<file path="src/rtl/hamming_ecc_sequencer.sv">
// Feeds words one at a time through the combinational Hamming encode/inject/decode
// datapath, captures the decoded result after a fixed settle time and keeps ECC statistics.
module hamming_ecc_sequencer #(
    parameter int DATA_W        = 32,
    parameter int SETTLE_CYCLES = 2,
    parameter int CNT_W         = 16
) (
    input  logic              clk,
    input  logic              rst,
    input  logic              in_valid,
    output logic              in_ready,
    input  logic [DATA_W-1:0] in_data,
    input  logic              cfg_inject_en,
    input  logic [7:0]        cfg_inject_period,
    output logic [DATA_W-1:0] hc_data,
    output logic              hc_inject_error,
    input  logic [DATA_W-1:0] hc_dec_data,
    output logic              out_valid,
    input  logic              out_ready,
    output logic [DATA_W-1:0] out_data,
    output logic              out_injected,
    output logic              out_mismatch,
    output logic [CNT_W-1:0]  word_count,
    output logic [CNT_W-1:0]  mismatch_count
);

    localparam int SW = (SETTLE_CYCLES > 1) ? $clog2(SETTLE_CYCLES) : 1;
    localparam logic [SW-1:0] SETTLE_LAST = SW'(SETTLE_CYCLES - 1);

    typedef enum logic [1:0] {
        IDLE   = 2'd0,
        SETTLE = 2'd1,
        OUT    = 2'd2
    } state_t;

    state_t              r_state;
    logic [DATA_W-1:0]   r_hc_data;
    logic                r_hc_inject;
    logic [DATA_W-1:0]   r_ref_data;
    logic [SW-1:0]       r_settle;
    logic [7:0]          r_inj_ctr;
    logic                r_out_valid;
    logic [DATA_W-1:0]   r_out_data;
    logic                r_out_injected;
    logic                r_out_mismatch;
    logic [CNT_W-1:0]    r_word_count;
    logic [CNT_W-1:0]    r_mismatch_count;

    logic                w_inj_active;
    logic [7:0]          w_period_m1;
    logic                w_inject;

    // ">=" rather than "==" so a period shortened below the running count fires at once
    assign w_inj_active = cfg_inject_en && (cfg_inject_period != 8'd0);
    assign w_period_m1  = cfg_inject_period - 8'd1;
    assign w_inject     = w_inj_active && (r_inj_ctr >= w_period_m1);

    assign in_ready        = (r_state == IDLE);
    assign hc_data         = r_hc_data;
    assign hc_inject_error = r_hc_inject;
    assign out_valid       = r_out_valid;
    assign out_data        = r_out_data;
    assign out_injected    = r_out_injected;
    assign out_mismatch    = r_out_mismatch;
    assign word_count      = r_word_count;
    assign mismatch_count  = r_mismatch_count;

    always_ff @(posedge clk) begin
        if (rst) begin
            r_state          <= IDLE;
            r_hc_data        <= '0;
            r_hc_inject      <= 1'b0;
            r_ref_data       <= '0;
            r_settle         <= '0;
            r_inj_ctr        <= 8'd0;
            r_out_valid      <= 1'b0;
            r_out_data       <= '0;
            r_out_injected   <= 1'b0;
            r_out_mismatch   <= 1'b0;
            r_word_count     <= '0;
            r_mismatch_count <= '0;
        end else begin
            case (r_state)
                IDLE: begin
                    if (in_valid) begin
                        r_hc_data   <= in_data;
                        r_ref_data  <= in_data;
                        r_hc_inject <= w_inject;
                        r_settle    <= '0;
                        if (w_inject) begin
                            r_inj_ctr <= 8'd0;
                        end else if (w_inj_active) begin
                            r_inj_ctr <= r_inj_ctr + 8'd1;
                        end
                        r_state <= SETTLE;
                    end
                end
                SETTLE: begin
                    r_settle <= r_settle + 1'b1;
                    if (r_settle == SETTLE_LAST) begin
                        r_out_data     <= hc_dec_data;
                        r_out_mismatch <= (hc_dec_data != r_ref_data);
                        r_out_injected <= r_hc_inject;
                        r_out_valid    <= 1'b1;
                        r_state        <= OUT;
                    end
                end
                OUT: begin
                    if (out_ready) begin
                        r_out_valid <= 1'b0;
                        r_hc_inject <= 1'b0;
                        r_state     <= IDLE;
                        if (r_word_count != {CNT_W{1'b1}}) begin
                            r_word_count <= r_word_count + 1'b1;
                        end
                        if (r_out_mismatch && (r_mismatch_count != {CNT_W{1'b1}})) begin
                            r_mismatch_count <= r_mismatch_count + 1'b1;
                        end
                    end
                end
                default: r_state <= IDLE;
            endcase
        end
    end

endmodule

</file>
<file path="config.mk">
export PLATFORM = sky130hd
export DESIGN_NAME = hamming_ecc_sequencer
export DESIGN_NICKNAME = d
export VERILOG_FILES = /design/src/rtl/hamming_ecc_sequencer.sv
export SDC_FILE = /design/constraint.sdc
export NUM_CORES = 1
export LEC_CHECK = 0
export ABC_AREA = 1
export CORE_MARGIN = 2
export CORE_UTILIZATION = 32
export CTS_CLUSTER_DIAMETER = 80
export CTS_CLUSTER_SIZE = 12
export DETAILED_ROUTE_END_ITERATION = 7
export GPL_TIMING_DRIVEN = 0
export PLACE_DENSITY = 0.66
export SKIP_LAST_GASP = 1
export SYNTH_ARGS = -nofsm -noshare
export SYNTH_HDL_FRONTEND = slang
export SYNTH_SLANG_ARGS = --single-unit
export TNS_END_PERCENT = 50
</file>
<file path="constraint.sdc">
create_clock -name clk -period 2.76 [get_ports clk]
set_clock_uncertainty 0.15 [all_clocks]
set_input_delay 0.552 -clock clk [delete_from_list [all_inputs] [get_ports clk]]
set_output_delay 0.552 -clock clk [all_outputs]
set_load 0.02 [all_outputs]
</file>
After elaboration in Yosys (flattened, before gate mapping)
Cells that the tools add are included.
{ "classes": {"addsub": 5, "n_lt_le_gt_ge": 1, "n_eq_ne": 8, "n_mux": 13, "reduce_logical": 18} }
{ "op_table": {"columns": ["op", "count"], "rows": [
  ["16-bit by 1-bit adder with 16-bit output (second input constant)", 2],
  ["16-bit inequality test (second input constant)", 2],
  ["32-bit inequality test", 1],
  ["3-bit AND reduction", 6],
  ["8-bit two-way mux", 2],
  ["8-bit by 1-bit adder with 8-bit output (second input constant)", 1],
  ["8-bit greater-or-equal comparator", 1],
  ["2-bit nonzero test", 4],
  ["8-bit nonzero test", 1],
  ["8-bit by 1-bit subtractor with 8-bit output (second input constant)", 1],
  ["2-bit two-way mux", 3],
  ["2-bit inequality test (second input constant)", 3],
  ["1-bit case mux with 2 select lines", 3],
  ["2-bit case mux with 3 select lines", 1],
  ["2-bit AND reduction", 3],
  ["1-bit two-way mux", 4],
  ["1-bit logical AND", 3],
  ["2-bit by 1-bit == test with 1-bit output (second input constant)", 1],
  ["2-bit == test (second input constant)", 1],
  ["2-bit logical NOT", 1],
  ["1-bit adder (second input constant)", 1]
]} }
{ "word_totals": {"ff_bits": 111, "inputBits": 77, "elab_cells": 56} }

Logic depth before layout (Yosys ltp)
{ "logic_depth": {"ltp_word": 5, "depth_mapped": 14} }

Worst setup path before layout
No wires, ideal clock.
{ "synth_timing": {"path_type": "input to register", "from": "input port cfg_inject_period[0]", "to": "register r_inj_ctr[4]", "setup_time_ns": 0.117, "arrival_time_ns": 1.875, "path_slack_ns": 0.619, "stages": 12, "path_buffers": 0, "cell_sequence": "inv_1 > ha_1 > nand2_1 > xor2_1 > inv_1 > ha_1 > nand2_1 > o21a_1 > nand2_1 > nand2_1 > nand2_2 > nor2_1"} }
{ "synth_via": {"elab_chain_len": 5, "word_cells_on_any_way": 8, "cone_classes": "add/sub (1); order compare (1); mux (1); reduce/logical (5)"} }
{ "synth_rtl": {"columns": ["item", "line_no", "rtl"], "rows": [
  ["start: declaration", "14", "input logic [7:0] cfg_inject_period,"],
  ["8-bit by 1-bit subtractor with 8-bit output or 8-bit nonzero test (tied branches)", "55, 54", null],
  ["8-bit greater-or-equal comparator or 1-bit logical AND (tied branches)", "56, 54", null],
  ["1-bit logical AND", "56", "assign w_inject = w_inj_active && (r_inj_ctr >= w_period_m1);"],
  ["2-bit nonzero test (no line)", null, null],
  ["3-bit AND reduction (no line)", null, null],
  ["end signal: assignment", "93", "r_inj_ctr <= r_inj_ctr + 8'd1;"],
  ["end: declaration", "41", "logic [7:0] r_inj_ctr;"]
]} }
Parallel ways exist; a longest one is shown, timed or not.
A chain may end at the register's enable or synchronous reset.

Worst setup path after layout
{ "layout_timing": {"from": "input port cfg_inject_period[2]", "to": "register r_inj_ctr[7]"} }
The elaborated chain is that of the path after synthesis.

==> results.md <==
- Clock sink count: 111
- Synthesis Warnings: 0
- Final core utilization: 46.2%
- Synth area leader: dfxtp_1
- Die Y: 136 µm
- GRT Overall Usage: 18.7%
- Synth Area in Simple Gates: 28.6%
- Maxcap violations: 0
- Post-route worst setup slack: 0.235 ns
- Rel. slew slack: 57.8%
- Htree depth: 3
- Seq pwr share: 46.9%
- Pwr/cell area: 458 mW/mm²
- Final nets: 1091
- GP Congestion: 0.835
- Post-route ant nets: 0
- Area of the mapped netlist: 0.00561 mm²
- Die W: 136 µm
- # diodes: 0
- Post-synthesis xor/xnor area fraction: 6.25%
- RSZ-0062 raised after global routing: no
- Via count: 5633
- Internal power: 2630 µW
- Synth Area in Compound Gates: 14.3%
- Reg2Reg Setup Slack: 0.84 ns
- Antenna violations before repair: 0
- Reg2reg end: word_count[5]$_SDFFE_PP0P_
- Post-synthesis cell count: 814
- WHS Path Cells: 2
- Comb power frac: 16.7%
- Worst endpoint required time: 2.90 ns
- Synthesis-to-finish area growth: 41.9%
- Final HPWL DP: 12900 µm
- Area contributors post-synth: dfxtp_1 (40%), nand2_1 (15%), a21oi_1 (7.0%)
- R2R depth: 9
- Global-route wire length before repair: 27000 µm
- Startpoint types: input pin
- Wirelength, routed: 16900 µm
- Fmax: 396 MHz
- Fraction of registers with async set/reset: 0%
- Starting density of the core: 32.5%
- Post-synth top area share: 39.6%
- CP Data Arrival Time: 2.66 ns
- Seq cells post-synth: 111
- Post-Synth Adder-Cell Area: 2.90%
- Sw Share: 28.0%
- Fin. Hold Viols: 0
- Worst Hold End: out_data[3]$_SDFFE_PP0P_
- Setup TNS: 0 ns
- # port buffers: 176
- Crit. End Element: flop
- Setup-failing EPs final: 0
- Crit Reg-Reg Startpoint: word_count[0]$_SDFFE_PP0P_
- Layout cells sized above 1: 6.36%
- Latest clock arrival within the worst-skew pair: 0.36 ns
- Avg WL per Cell: 13.8 µm
- Clock period minus worst slack: 2.53 ns
- CTS Buffer Depth: 2
- Max Slew Vio Count: 0
- Syn_nets: 904
- CTS root buffer: clkbuf_16
- CP max FO: 8
- Leftover overflow at the end of global routing: 0
- Vias/cell: 4.58
- Clock power share: 36.4%
- Overall power consumption: 3640 µW
- Beginning of the worst hold path: out_data[3]$_SDFFE_PP0P_
- Sw Pwr: 1020 µW
- Core outline area: 0.0172 mm²
- Drt pass-1 iters: 5
- 1st-iter DRT viols: 209
- Outcome: completed
- Main synth FF type: dfxtp_1
- Largest net degree at the start of global routing: 20
- Syn Area/Cell: 6.89 µm²
- Largest family of logic cells by synthesized area: simple AND/OR/NAND/NOR gates
- Worst Tran Pin Value: 0.633 ns
- Final hold slack: 0.317 ns
- Tcrit/Tclk final: 91.5%
- Mux contribution to synthesized area: 0%
- Seq/Total Area, Yosys: 39.6%
- IO Count: 178
- Worst Setup Path Type: input pin to flop
- Die area: 0.0186 mm²
- # DRC: 0
- Worst min path class: flop to flop
- CTS Buf Count: 9
- Unique masters post-synth: 31
- Pleak: 0.00315 µW
- Worst vdd ir: 0.297 mV
- Vias in the first global route: 5329
- Post-synth EDFFs: 0
- Register clock-pin slew on the reported worst setup and hold paths: 0.08 ns
- Pre-CTS setup slack: -0.218 ns
- Cell row count: 48
- CTS tree: yes
-- power groups by stage --
stage	clock network [µW]	logic [µW]	registers, µW
after floorplan	0	233	1810
after CTS	1380	617	1710
after global placement	0	610	1750
final	1330	610	1710
after detailed placement	0	615	1750
after global routing	1430	671	1720
-- worst max-delay path: stages --
cell and delay (ns):
clkdlybuf4s50_1 0.46, nor2_1 0.14, nand4_1 0.16, nor3_2 0.16, xor2_1 0.18, ha_1 0.26
a21oi_1 0.13, o21a_1 0.13, nand2_1 0.07, nand2_1 0.14, nand2_2 0.15, nor2_1 0.14
-- timing repair --
action / in CTS / in global routing
gates resized for setup: 0 / 1
setup buffers: 0 / 0
hold buffers: 0 / 0
endpoints found under the setup margin: 0 / 8
-- cells by family after synthesis --
| family | count (synthesis) |
|---|---|
| xor+xnor | 40 |
| fa+ha+maj | 13 |
| flops | 111 |
| compound gates | 152 |
| simple gates | 381 |
| buf+inv | 117 |
-- metal layers --
layer	part of all wire [%]	GRT usage, %	routed length, µm
met2	46	31.1	7820
met4	1.7	6.08	280
met3	7.4	5.74	1260
met1	45	22.9	7570
met5	0	0	0
-- flip-flops by register name (all words and copies together) (netlist names) --
signal	flops
out_data	32
r_ref_data	32
mismatch_count	16
word_count	16
r_inj_ctr	8
r_state	2
hc_inject_error	1
out_injected	1
out_mismatch	1
out_valid	1
r_settle	1
-- layout make-up --
class / instances / area, µm²
fillers: 1815 / 9280
multi-input cells: 586 / 2920
flip-flops and latches: 111 / 2220
repair buffers: 176 / 1760
inverters: 90 / 338
well taps: 225 / 282
clock buffers: 11 / 253
plain buffers: 27 / 134
clock inverters: 5 / 48.8
-- worst max path at each step --
stage | start | to | slack, ns | cells after the start
floorplan | cfg_inject_period[0] | r_inj_ctr[4]$_SDFFE_PP0P_ | 0.62 | 12
global placement | cfg_inject_period[2] | r_inj_ctr[5]$_SDFFE_PP0P_ | -0.19 | 12
detailed placement | cfg_inject_period[2] | r_inj_ctr[0]$_SDFFE_PP0P_ | -0.22 | 12
CTS | cfg_inject_period[2] | r_inj_ctr[7]$_SDFFE_PP0P_ | 0.15 | 12
global route | cfg_inject_period[2] | r_inj_ctr[6]$_SDFFE_PP0P_ | 0.005 | 12
finish | cfg_inject_period[2] | r_inj_ctr[7]$_SDFFE_PP0P_ | 0.23 | 12
-- cell usage after synthesis, types with 4 or more instances --
master,number
inv_2,4
a21oi_2,8
nand2_2,12
ha_1,13
o21ai_0,63
clkbuf_1,15
nand3_1,20
xor2_1,15
nor2_1,99
nand4_1,7
inv_1,86
dfxtp_1,111
xnor2_1,25
buf_2,5
a21oi_1,78
nand2_1,225
nor2_4,5
-- cells in the final DEF (no fill, tap or decap), drive strengths merged --
cell,instances
nand2,238
clkdlybuf4s50,176
dfxtp,111
nor2,108
inv,92
a21oi,86
o21ai,64
clkbuf,26
xnor2,25
nand3,22
xor2,15
ha,13
buf,12
nand4,8
nor3,3
clkinvlp,2
o21bai,1
nand3b,1
o21a,1
nor4,1
clkinv,1
-- through the flow --
stage	instance area [µm²]	std cells
final	7960	1231
after global routing	7960	1231
after CTS	7950	1231
after detailed placement	7650	1215
after global placement	7650	1215
after floorplan	5610	814
Note: power is estimated with default switching activity, not from simulation.
